[src/rtl/skylark_pkg.sv]
// Shared decode-stage types for the skylark core.
// Holds the immediate format encoding used by the immediate generator.
package skylark_pkg;

    localparam int IMM_FMT_W = 3;

    // Codes 6 and 7 are deliberately left undefined; they decode as illegal.
    typedef enum logic [IMM_FMT_W-1:0] {
        IMM_I = 3'd0,
        IMM_S = 3'd1,
        IMM_B = 3'd2,
        IMM_U = 3'd3,
        IMM_J = 3'd4,
        IMM_Z = 3'd5
    } imm_fmt_e;

endpackage

[src/rtl/imm_decode.sv]
// Combinational RV32I/RV64I immediate decoder (I, S, B, U, J, zimm).
// Ports: fmt (format code), bits_in (instr[31:7]), imm (XLEN result), illegal.
module imm_decode
    import skylark_pkg::*;
#(
    parameter int XLEN = 32
) (
    input  logic [IMM_FMT_W-1:0] fmt,
    input  logic [24:0]          bits_in,
    output logic [XLEN-1:0]      imm,
    output logic                 illegal
);

    // bits_in[k] is instruction bit k+7.
    logic        sgn;
    logic signed [31:0] v;

    assign sgn = bits_in[24];

    always_comb begin
        v       = '0;
        illegal = 1'b0;
        unique case (fmt)
            IMM_I: v = {{20{sgn}}, bits_in[24:13]};
            IMM_S: v = {{20{sgn}}, bits_in[24:18], bits_in[4:0]};
            IMM_B: v = {{20{sgn}}, bits_in[0], bits_in[23:18],
                        bits_in[4:1], 1'b0};
            IMM_U: v = {bits_in[24:5], 12'b0};
            IMM_J: v = {{12{sgn}}, bits_in[12:5], bits_in[13],
                        bits_in[23:14], 1'b0};
            IMM_Z: v = {27'b0, bits_in[12:8]};
            default: illegal = 1'b1;
        endcase
    end

    // Every 32-bit form above has the correct sign in bit 31 (zimm has 0),
    // so a signed resize gives both sign and zero extension to XLEN.
    assign imm = XLEN'(v);

endmodule

[src/rtl/imm_gen_pipe.sv]
// Immediate generator with a registered output and a 2-entry skid buffer.
// Ports: clk, reset_n, FlushE; in_valid/in_ready/ImmFormatD/bits_in/TagD in;
//        out_valid/out_ready/ExtImmE/TagE/ImmIllegalE out.
module imm_gen_pipe
    import skylark_pkg::*;
#(
    parameter int XLEN  = 32,
    parameter int TAG_W = 5
) (
    input  logic                 clk,
    input  logic                 reset_n,
    input  logic                 FlushE,
    input  logic                 in_valid,
    output logic                 in_ready,
    input  logic [IMM_FMT_W-1:0] ImmFormatD,
    input  logic [24:0]          bits_in,
    input  logic [TAG_W-1:0]     TagD,
    output logic                 out_valid,
    input  logic                 out_ready,
    output logic [XLEN-1:0]      ExtImmE,
    output logic [TAG_W-1:0]     TagE,
    output logic                 ImmIllegalE
);

    logic [XLEN-1:0]  dec_imm;
    logic             dec_ill;

    logic             skid_full;
    logic [XLEN-1:0]  skid_imm;
    logic [TAG_W-1:0] skid_tag;
    logic             skid_ill;
    logic             rdy_q;

    logic acc, drain, main_free;
    logic valid_d, skid_d;
    logic ld_main_in, ld_main_skid, ld_skid;

    imm_decode #(.XLEN(XLEN)) u_dec (
        .fmt     (ImmFormatD),
        .bits_in (bits_in),
        .imm     (dec_imm),
        .illegal (dec_ill)
    );

    // rdy_q mirrors !skid_full but stays low while in reset, so the
    // block only starts accepting after the first edge post-release.
    assign in_ready  = rdy_q;
    assign acc       = in_valid & rdy_q;
    assign drain     = out_valid & out_ready;
    assign main_free = ~out_valid | drain;

    always_comb begin
        valid_d      = out_valid;
        skid_d       = skid_full;
        ld_main_in   = 1'b0;
        ld_main_skid = 1'b0;
        ld_skid      = 1'b0;
        if (FlushE) begin
            valid_d = 1'b0;
            skid_d  = 1'b0;
        end else if (main_free) begin
            if (skid_full) begin
                ld_main_skid = 1'b1;
                valid_d      = 1'b1;
                ld_skid      = acc;
                skid_d       = acc;
            end else begin
                ld_main_in = acc;
                valid_d    = acc;
            end
        end else if (acc) begin
            ld_skid = 1'b1;
            skid_d  = 1'b1;
        end
    end

    always_ff @(posedge clk or negedge reset_n) begin
        if (!reset_n) begin
            out_valid <= 1'b0;
            skid_full <= 1'b0;
            rdy_q     <= 1'b0;
        end else begin
            out_valid <= valid_d;
            skid_full <= skid_d;
            rdy_q     <= ~skid_d;
        end
    end

    always_ff @(posedge clk or negedge reset_n) begin
        if (!reset_n) begin
            ExtImmE     <= '0;
            TagE        <= '0;
            ImmIllegalE <= 1'b0;
            skid_imm    <= '0;
            skid_tag    <= '0;
            skid_ill    <= 1'b0;
        end else begin
            if (ld_main_skid) begin
                ExtImmE     <= skid_imm;
                TagE        <= skid_tag;
                ImmIllegalE <= skid_ill;
            end else if (ld_main_in) begin
                ExtImmE     <= dec_imm;
                TagE        <= TagD;
                ImmIllegalE <= dec_ill;
            end
            if (ld_skid) begin
                skid_imm <= dec_imm;
                skid_tag <= TagD;
                skid_ill <= dec_ill;
            end
        end
    end

endmodule
[config.mk]
export PLATFORM = sky130hd
export DESIGN_NAME = imm_gen_pipe
export DESIGN_NICKNAME = d
export VERILOG_FILES = /design/src/rtl/skylark_pkg.sv /design/src/rtl/imm_decode.sv /design/src/rtl/imm_gen_pipe.sv
export SDC_FILE = /design/constraint.sdc
export NUM_CORES = 1
export LEC_CHECK = 0
export ABC_AREA = 1
export CAP_MARGIN = 25
export CORE_MARGIN = 3
export CORE_UTILIZATION = 49
export CTS_BUF_LIST = sky130_fd_sc_hd__clkbuf_8
export CTS_CLUSTER_SIZE = 40
export DETAILED_ROUTE_END_ITERATION = 8
export PLACE_DENSITY = 0.84
export SLEW_MARGIN = 20
export SYNTH_ARGS = -nofsm -noshare
export SYNTH_HDL_FRONTEND = slang
export SYNTH_HIERARCHICAL = 1
export SYNTH_SLANG_ARGS = --single-unit
[constraint.sdc]
create_clock -name clk -period 1.1 [get_ports clk]
set_input_delay 0.11 -clock clk [delete_from_list [all_inputs] [get_ports clk]]
set_output_delay 0.11 -clock clk [all_outputs]
set_load 0.03 [all_outputs]
## Word-level counts from Yosys, hierarchy flattened

Index checks and enable logic that the tools add are counted.

| storage, ports and cells | value |
|---|---|
| logic and storage cells | 47 |
| register bits after elaboration | 79 |
| input port bits | 38 |
| output and inout port bits | 40 |

| cells by class | value |
|---|---|
| multiplexer cells | 24 |
| reduce and logical (&&, ||, !) cells | 4 |
| bitwise gates (word level) | 5 |
| equal/unequal tests | 5 |

Operators by type and width:

| kind | number |
|---|---|
| $pmux W32 S6 | 1 |
| $mux W32 | 2 |
| $mux W1 | 19 |
| $mux W5 | 2 |
| $eq A3 B2 Y1 const B | 2 |
| $eq A3 B3 Y1 const B | 2 |
| $reduce_or A6 Y1 | 1 |
| $reduce_bool A2 Y1 | 2 |
| $eq A3 B1 Y1 const B | 1 |
| $logic_not A3 Y1 | 1 |
| $and A1 B1 Y1 | 2 |
| $not A1 Y1 | 2 |
| $or A1 B1 Y1 | 1 |

## Depth between registers and ports, before layout

| logic depth | value |
|---|---|
| depth after elaboration | 6 |
| mapped depth | 12 |
| depth with buffers taken out | 9 |

## Cells and area by module

The synthesis kept the hierarchy.

Modules (own cells, without submodules):

| module | cells an instance | area an instance (um^2) | instances |
|---|---|---|---|
| imm_gen_pipe | 473 | 3624.7 | 1 |
| imm_decode | 131 | 636.9 | 1 |

## Worst setup path after synthesis

OpenSTA, ideal clock, no wires.

| timing path | value |
|---|---|
| path type | register to register |
| start point | reg rdy_q (netlist: in_ready) |
| end point | reg ExtImmE[0] |
| setup slack | -0.288 ns |
| arrival time | 1.272 ns |
| buffers on the path | 2 |
| cell stages (with the launch flop) | 10 |
| setup time | 0.117 ns |
| cells stage by stage | dfrtp_1 -> nand2_1 -> nand2_1 -> nand2_1 -> inv_2 -> nand2_1 -> buf_4 -> buf_4 -> nand2_1 -> nand2_1 |

| between the ends | value |
|---|---|
| cells in the longest elaborated chain, start to end | 5 |

RTL lines:

| what | RTL line | RTL |
|---|---|---|
| start: declaration | imm_gen_pipe.sv:32 | `logic rdy_q;` |
| start signal: assignment | imm_gen_pipe.sv:85 | `rdy_q <= ~skid_d;` |
| $and A1 B1 Y1 | imm_gen_pipe.sv:48 | `assign acc = in_valid & rdy_q;` |
| $mux W1 | imm_gen_pipe.sv:62 | `if (skid_full) begin` |
| $mux W1 | imm_gen_pipe.sv:61 | `end else if (main_free) begin` |
| $mux W1 | imm_gen_pipe.sv:58 | `if (FlushE) begin` |
| $reduce_bool A2 Y1 (no source line) | n/a |  |
| end signal: assignment | imm_gen_pipe.sv:99 | `ExtImmE <= skid_imm;` |
| end signal: assignment | imm_gen_pipe.sv:103 | `ExtImmE <= dec_imm;` |
| end: declaration | imm_gen_pipe.sv:20 | `output logic [XLEN-1:0] ExtImmE,` |

No other way between the ends.
A chain may end at the register's enable or synchronous reset.

## Worst setup path after layout

| timing path | value |
|---|---|
| start point | reg skid_full |
| end point | reg ExtImmE[10] |

| between the ends | value |
|---|---|
| cells in the longest elaborated chain, start to end | 4 |

RTL lines:

| what | RTL line | RTL |
|---|---|---|
| start: declaration | imm_gen_pipe.sv:28 | `logic skid_full;` |
| start signal: assignment | imm_gen_pipe.sv:84 | `skid_full <= skid_d;` |
| $mux W1 | imm_gen_pipe.sv:62 |  |
| $mux W1 | imm_gen_pipe.sv:61 |  |
| $mux W1 | imm_gen_pipe.sv:58 |  |
| $mux W32 or $reduce_bool A2 Y1 (tied branches) | n/a |  |

Several ways; a longest one is shown, not always the timed one.

==> impl_metrics.json <==
{
  "power.share.switching_pct": 35.0,
  "cp_num_buf_inv": 3,
  "grt_max_degree": 39,
  "die_w_um": 99.3,
  "path_class": "flip-flop to flip-flop",
  "required_ps": 1410,
  "antenna_found_initial": 0,
  "yosys_warnings": 6,
  "rr_startpoint": "skid_full$_DFF_PN0_",
  "detail-route-antenna-nets": 0,
  "reg2reg_slack_ps": -270,
  "rsz0062_at_grt": "true",
  "die_y_um": 99.3,
  "violations": "setup timing",
  "core.rowCount": 33,
  "worst_pin_slew_ps": 386,
  "synth-seq-area-share_pct": 46.4,
  "netlist_area_um2": 4260,
  "synth_cell_types": 19,
  "cts_buffers": 9,
  "path_max_fanout": 7,
  "end_kind": "flip-flop",
  "gp_congestion": 0.940,
  "finalSetupViolations": 78,
  "drive_gt1_share_pct": 29.4,
  "dr_wl_met2_mm": 7.30,
  "crit_family": "simple AND/OR/NAND/NOR gates",
  "grt.total_usage_pct": 28.1,
  "ys.flop_type": "dfrtp_1",
  "min_period_over_period_pct": 124,
  "clkTransAtPathRegs_ps": 90,
  "dp.cells": 793,
  "syn-num-nets": 642,
  "p_sw_mw": 3.16,
  "drt-initial-drc-count": 474,
  "utilization_pct": 75.6,
  "via_count": 4745,
  "yosys.area.top_type_share_pct": 46.4,
  "wl_mm": 15.2,
  "cts_tree": "yes",
  "instances_no_fill": 827,
  "io-pin-count": 78,
  "min_path_type": "input port to asynchronous set/reset pin",
  "drt-met1-wl_mm": 5.72,
  "syn_area_per_cell_um2": 7.06,
  "grt_pass1_wl_mm": 21.7,
  "cts_buffer_depth": 2,
  "sequentialPowerShare_pct": 42.5,
  "p_int_mw": 5.88,
  "cp_common_cell": "nand2_1",
  "path_cells": "inv_4 > nor2_4 > buf_8 > buf_12 > nand3_1 > nand2_1 > nand2_1 > nand2_1",
  "avgViaCountPerCell": 5.74,
  "ys_top_cells_by_count": "333 x nand2_1, 83 x nand3_1, 79 x dfrtp_1",
  "finalClockSkew_ps": 7.08,
  "synth_cells": 604,
  "io_buffers": 77,
  "grt_pass1_vias": 4456,
  "setup_ws_ps": -267,
  "first_pass_iters": 6,
  "wl_met3_mm": 1.33,
  "core_um2": 8340,
  "peakVddDrop_mv": 1.07,
  "synth_most_common_cell": "nand2_1",
  "p_comb_share_pct": 29.9,
  "yosysTopAreaCell": "dfrtp_1",
  "critPathArrivalTime_ps": 1670,
  "hold_viol": 0,
  "nets": 756,
  "r2r_end": "ExtImmE[10]$_DFFE_PN0P_",
  "powerDensity_nw_per_um2": 1430,
  "synthArstFlopShare_pct": 100,
  "synth_seq_cells": 79,
  "ff2ff_path_depth": 8,
  "initial_utilization_pct": 51.1,
  "drcViolationCount": 0,
  "p_leak_nw": 3.45,
  "synth_edf_count": 0,
  "setup_tns_ps": -12270,
  "h-tree-depth": 3,
  "grt_overflow": 0,
  "critical_path.max_stage_delay_ps": 400,
  "synthTopCellsByArea": "dfrtp_1 46%, nand2_1 29%, nand3_1 9.7%",
  "critPathLaunchType": "flip-flop",
  "relSlewSlack_pct": 74.0,
  "clkSinkCount": 79,
  "pwr-share-clk_pct": 27.6,
  "cp_slowest_cell": "dfrtp_1",
  "insertedDiodeCount": 0,
  "dp_hpwl_mm": 8.37,
  "syn_to_final_growth_pct": 48.0,
  "die_area_um2": 9850,
  "detail_route.wl_per_cell_um": 18.3,
  "cap_violations": 0,
  "fmax_ghz": 0.732,
  "status": "complete, but fails checks",
  "cts-root-buf": "clkbuf_8",
  "final_max_slew_viol_count": 0,
  "clock_latency_ps": 370,
  "period_minus_slack_ps": 1370,
  "dr.max_layer_used": "met4"
}
==> metal layers <==
| metal | up-vias | track usage (%) |
|---|---|---|
| met2 | 321 | 46.2 |
| li1 | 2114 | - |
| met3 | 82 | 5.89 |
| met4 | 0 | 14.2 |
| met1 | 2228 | 35.1 |
| met5 | - | 0 |
==> kinds of logic after synthesis <==
group	Yosys count	share of synthesized area [%]
simple gates	449	44.2
flops	79	46.4
compound gates	4	0.617
buf+inv	72	8.75
==> worst max-delay path by stage <==
stage / from / to / slack, ps / cells past startpoint
after global placement: ImmFormatD[1] / ExtImmE[22]$_DFFE_PN0P_ / -500 / 12
after floorplan: in_ready$_DFF_PN0_ / ExtImmE[0]$_DFFE_PN0P_ / -130 / 9
final: skid_full$_DFF_PN0_ / ExtImmE[10]$_DFFE_PN0P_ / -270 / 8
after global routing: skid_full$_DFF_PN0_ / ExtImmE[10]$_DFFE_PN0P_ / -320 / 8
after CTS: out_valid$_DFFE_PN0P_ / skid_imm[25]$_DFFE_PN0P_ / -140 / 6
after detailed placement: ImmFormatD[1] / ExtImmE[13]$_DFFE_PN0P_ / -530 / 10
==> repair_timing <==
item,CTS,global route
endpoints found under the hold margin,78,0
endpoints found under the setup margin,76,81
resized for setup,42,63
pin swaps,9,67
setup buffers,4,4
hold buffers,1,0
gates cloned,4,7
==> per-stage QoR <==
| stage | setup slack (ps) | instance area, um2 | total power [mW] | hold WS (ps) |
|---|---|---|---|---|
| floorplan | -132 | 4320 | 5.13 | -186 |
| global placement | -500 | 5380 | 6.08 | 24.7 |
| detailed placement | -533 | 5380 | 6.18 | 29.5 |
| CTS | -144 | 5910 | 8.75 | 183 |
| global route | -320 | 6310 | 9.43 | 206 |
| finish | -267 | 6310 | 9.04 | 186 |
==> power by group through the flow <==
stage                     registers [mW]  clock network (mW)  logic (mW)
after floorplan                     4.22                   0       0.908
after global placement              3.79                   0        2.29
after detailed placement            3.82                   0        2.36
after CTS                           3.78                2.47        2.50
after global routing                3.89                2.62        2.91
final                               3.84                2.49        2.70
==> worst reg2reg max path, cell delays in order, from the launching register on <==
cell and delay, ps:
dfrtp_1 400, inv_4 80, nor2_4 170, buf_8 180, buf_12 140, nand3_1 80, nand2_1 110, nand2_1 80
nand2_1 70
==> state kept, by name, summed over array words and instances (netlist names) <==
signal / cells
ExtImmE: 32
ImmIllegalE: 1
TagE: 5
in_ready: 1
out_valid: 1
skid_full: 1
skid_ill: 1
skid_imm: 32
skid_tag: 5
==> final cells by class <==
class                      instances  area [um2]
fill                             604        2030
clock buffer                      10         138
tap                              105         131
inverter                          31         121
timing repair buffer             144        1580
clock inverter                     5        81.3
multi-input combinational        453        2270
sequential                        79        1980
==> placed cells by master (no fill, tap or decap), types with 3 or more instances in the layout <==
cell type and count:
clkbuf_16 4, nor2_4 3, nand3_2 41, nand2_1 310
dfrtp_1 77, inv_2 6, nand2_2 17, nand4_1 18
buf_6 12, buf_8 4, nand3_1 42, buf_12 16
inv_1 23, nor2_2 6, clkbuf_8 10, nand2_4 8
clkdlybuf4s50_1 33, buf_4 68
Power figures use the tool's default switching activity.
==> variant 1 (same flow settings) <==
`TAG_W`: 5 -> 4.
--- a/src/rtl/imm_gen_pipe.sv
+++ b/src/rtl/imm_gen_pipe.sv
@@ -5,7 +5,7 @@
     import skylark_pkg::*;
 #(
     parameter int XLEN  = 32,
-    parameter int TAG_W = 5
+    parameter int TAG_W = 4
 ) (
     input  logic                 clk,
     input  logic                 reset_n,
Interface: changed (resized TagD and TagE); port bits go from 78 to 76. No check against the original RTL was run, so the function may have changed too.
==> variant 1 against the unedited design <==
The flow still finishes with violations (setup timing); sequential power fell by 4%; routed wire length shrank 18%; setup slack improved by 0.13 ns; worst hold slack lost 0.022 ns; sequential cell count is 2 lower; final cell count fell by 3.9%; total power decreased by 5.1%; first-iteration DRC count down 25%; area after synthesis shrank 0.23%; critical path depth up 4; final area down 7.2%; maximum frequency rose by 11%; critical endpoint is now ExtImmE[27]$_DFFE_PN0P_; largest power group unchanged; highest routed layer unchanged.
==> variant 1: results <==
metrics = {
    "setup_path": {
        "slowest_stage": "clkdlybuf4s50_1",
        "r2r_slack_ns": -0.12,
        "critPathArrivalTime_ns": 1.48,
        "endpoint": "ExtImmE[27]$_DFFE_PN0P_",
        "worstPathMaxFanout": 6,
        "slowest_delay_ns": 0.47,
        "r2r-end": "ExtImmE[9]$_DFFE_PN0P_",
        "crit_start": "ImmFormatD[0]",
        "cp_top_family": "buffers and inverters",
    },
    "global_route": {
        "grt_use_met1": 0.320,
        "grt_pass1_wl_um": 19500,
        "grt_start_max_net_pins": 38,
        "grt_pass1_vias": 3945,
        "antenna_found_initial": 0,
        "use_met3": 0.0470,
        "grtUsageMet2": 0.413,
        "grt.total_usage": 0.244,
    },
    "timing": {
        "clock_skew_ns": 0.0128,
        "setup_viol": 73,
        "fin_ws_ns": -0.133,
        "tns_ns": -4.04,
        "hold_ws_ns": 0.164,
        "min_period_ns": 1.23,
        "slew_headroom": 0.807,
    },
    "final_layout": {
        "fin_nets": 722,
        "fillers": 659,
        "layout-drive-gt1-share": 0.242,
    },
    "min_path": {
        "hold_path.class": "primary input to asynchronous set/reset pin",
    },
    "logic_synthesis": {
        "syn_nets": 626,
        "ys_seq_area_frac": 0.453,
        "synth.avg_cell_area_um2": 7.22,
        "synth.area.top_cells": "dfrtp_1 45%, nand2_1 28%, nand3_1 9.5%",
        "yosys-top-cells-count": "322 x nand2_1, 81 x nand3_1, 77 x dfrtp_1, 25 x inv_1, 18 x nand4_1",
        "ys_warn_count": 6,
    },
    "detailed_routing": {
        "drtIter0Drc": 355,
        "wl_met2_um": 6370,
        "viasPerCell": 5.38,
        "wl_um": 12500,
        "wl_met1_um": 5060,
        "first_pass_iters": 5,
        "vias": 4277,
    },
    "outcome": {
        "status": "finished, violations left",
        "violations": "setup timing",
    },
    "placement": {
        "dp_cells": 770,
        "routabilityCongestion": 0.836,
        "dp_hpwl_um": 8030,
        "placed_area_um2": 5260,
        "pre_cts_slack_ns": -0.535,
        "numPortBuffers": 75,
    },
    "power": {
        "vdd_drop_max_mv": 0.799,
        "p_leak_nw": 3.27,
    },
    "clock_network": {
        "clkSlewWorstSetupHoldPaths_ns": 0.08,
        "post_cts_buffers": 2,
    },
}
==> variant 1: cell count changes in the layout (fill, tap and decap cells not counted), moves of 14 or more <==
cell / before / now
buf_4: 68 / 54
nand3_2: 41 / 3
nand2_1: 310 / 283
nand2_2: 17 / 37
nand3_1: 42 / 79
==> variant 1: logic make-up (layout without fill, tap and decap cells) <==
logic type	after synthesis	count (layout)	share of synthesized area
flops	77	77	0.453
simple gates	440	440	0.440
compound gates	4	4	0.00618
buf+inv	68	169	0.101
==> variant 1: power by group <==
part	internal [W]	switching, W
registers	0.00336	0.000338
logic	0.00104	0.00147
clock network	0.00127	0.00110
total	0.00567	0.00291
==> variant 1: cell type report <==
cell class                      count  area [µm²]  area share
Multi-Input combinational cell    444        2080       0.355
Sequential cell                    77        1930       0.329
Timing Repair Buffer              122        1380       0.235
Tap cell                          105         131      0.0224
Clock buffer                        9         124      0.0212
Inverter                           31         124      0.0212
Clock inverter                      7        90.1      0.0154
==> variant 2 (config.mk and constraints unchanged) <==
Made on the original files. Reset style: synchronous (`reset_n`), changed in 2 clocked blocks.
--- a/src/rtl/imm_gen_pipe.sv
+++ b/src/rtl/imm_gen_pipe.sv
@@ -74,7 +74,7 @@
         end
     end
 
-    always_ff @(posedge clk or negedge reset_n) begin
+    always_ff @(posedge clk) begin
         if (!reset_n) begin
             out_valid <= 1'b0;
             skid_full <= 1'b0;
@@ -86,7 +86,7 @@
         end
     end
 
-    always_ff @(posedge clk or negedge reset_n) begin
+    always_ff @(posedge clk) begin
         if (!reset_n) begin
             ExtImmE     <= '0;
             TagE        <= '0;
Check against the original RTL: differs if reset_n is asserted again (counterexample within 4 cycles, from zero or initial values and one cycle with reset_n low); with reset_n held inactive, the same outputs for 10 cycles.
==> variant 2 against the unedited design <==
The run still ends with setup timing left; sequential cell count unchanged; area after synthesis decreased by 1.1%; sequential share of layout area decreased by 5.1 points; worst hold slack improved by 0.038 ns; critical endpoint is now skid_imm[26]$_SDFFE_PN0P_; final area decreased by 4.2%; non-clock buffer count decreased by 11; setup slack improved by 0.0059 ns; routed wire length decreased by 8.5%; critical path depth unchanged; utilization decreased by 2.9 points.
Power is not compared: it rests on default switching activity, and its combinational part moved more than twofold at a synthesized area within 25%.
==> variant 2: results <==
metrics = {
    "power": {
        "p_leak_nw": 3.05,
        "vdd_drop_max_mv": 0.551,
        "switching_share": 0.291,
    },
    "detailed_routing": {
        "wl_met3_um": 1260,
        "routedWlPerCell_um": 15.5,
        "vias": 4899,
        "viasPerCell": 5.47,
        "drtIter0Drc": 477,
        "wl_met2_um": 6740,
        "highest_layer": "met4",
        "wl_met1_um": 5310,
        "first_pass_iters": 7,
    },
    "outcome": {
        "violations": "setup timing",
        "status": "finished, violations left",
    },
    "logic_synthesis": {
        "syn_inst": 687,
        "synth_cell_types": 23,
        "ys_seq_area_frac": 0.375,
        "synth.area.top_cells": "dfxtp_1 38%, nand2_1 20%, nor2_1 14%",
        "ys_warn_count": 6,
        "async_reset_ff_frac": 0,
        "syn_nets": 725,
        "yosys-top-cells-count": "219 x nand2_1, 160 x nor2_1, 79 x dfxtp_1, 62 x inv_1, 46 x nand3_1",
    },
    "clock_network": {
        "insertion_delay_ns": 0.36,
        "cts_max_level": 3,
        "clkSlewWorstSetupHoldPaths_ns": 0.09,
        "cts_buffer_depth": 2,
        "root_buffer": "clkbuf_8",
    },
    "setup_path": {
        "crit_type": "flip-flop to flip-flop",
        "worstPathMaxFanout": 13,
        "slowest_stage": "dfxtp_2",
        "slowest_delay_ns": 0.34,
        "cp_top_family": "buffers and inverters",
        "critPathArrivalTime_ns": 1.60,
        "r2r_start": "skid_full$_SDFF_PN0_",
    },
    "placement": {
        "placed_area_um2": 5230,
        "dp_cells": 866,
        "numPortBuffers": 77,
        "pre_cts_slack_ns": -0.592,
        "routabilityCongestion": 0.918,
        "dp_hpwl_um": 7290,
    },
    "timing": {
        "tns_ns": -7.05,
        "fin_ws_ns": -0.261,
        "clock_skew_ns": 0.0125,
        "slew_headroom": 0.750,
        "setup_viol": 77,
    },
    "global_route": {
        "grt_use_met1": 0.319,
        "use_met3": 0.0566,
        "antenna_found_initial": 0,
        "grt_pass1_vias": 4351,
        "grtUsageMet2": 0.422,
        "grt_pass1_wl_um": 20400,
        "grt.total_usage": 0.254,
        "grt_start_max_net_pins": 79,
    },
    "final_layout": {
        "final_util": 0.728,
        "n_antenna_cell": 0,
        "layout-drive-gt1-share": 0.237,
        "fin_nets": 823,
        "fillers": 585,
    },
    "min_path": {
        "hp-start": "reset_n",
        "hold_path.class": "primary input to flip-flop",
    },
}
variant 2: cell types whose count changed after synthesis, moves of 5 or more:
cell,unedited run,this run
nand2_1,333,219
nor2_1,7,160
clkbuf_1,5,11
buf_2,19,14
dfxtp_1,0,79
o21ai_1,0,9
inv_1,23,62
nand3_1,83,46
buf_6,4,11
dfrtp_1,79,0
o21ai_0,2,30
variant 2: logic make-up (layout without fill, tap and decap cells):
family | after synthesis | in the layout | synth area share
compound gates | 43 | 43 | 0.0528
simple gates | 451 | 451 | 0.438
buf+inv | 114 | 217 | 0.134
flops | 79 | 79 | 0.375
variant 2: final cells by class:
type                            count  area share
Multi-Input combinational cell    494       0.387
Inverter                           68      0.0447
Timing Repair Buffer              133       0.246
Sequential cell                    79       0.263
Tap cell                          105      0.0217
Clock inverter                      6      0.0141
Clock buffer                       10      0.0228
variant 2: worst paths after layout:
kind / cells after the start / slack (ns) / to
max: 8 / -0.26 / skid_imm[26]$_SDFFE_PN0P_
min: 4 / 0.22 / TagE[1]$_SDFFE_PN0P_
min reg2reg: 2 / 0.50 / skid_tag[0]$_SDFFE_PN0P_
max reg2reg: 8 / -0.26 / skid_imm[26]$_SDFFE_PN0P_
variant 2: timing repair:
item | in CTS | in global routing
pin swaps | 7 | 3
cloned | 5 | 4
resized for setup | 56 | 50
setup buffers | 1 | 3
endpoints found under the setup margin | 76 | 77
variant 2: power by group through the flow:
stage	combinational, W	clock [W]	sequential, W
after global placement	0.00117	0	0.00306
after CTS	0.00124	0.00247	0.00299
after detailed placement	0.00119	0	0.00306
after global routing	0.00143	0.00262	0.00301
after floorplan	0.000568	0	0.00320
final	0.00133	0.00249	0.00300
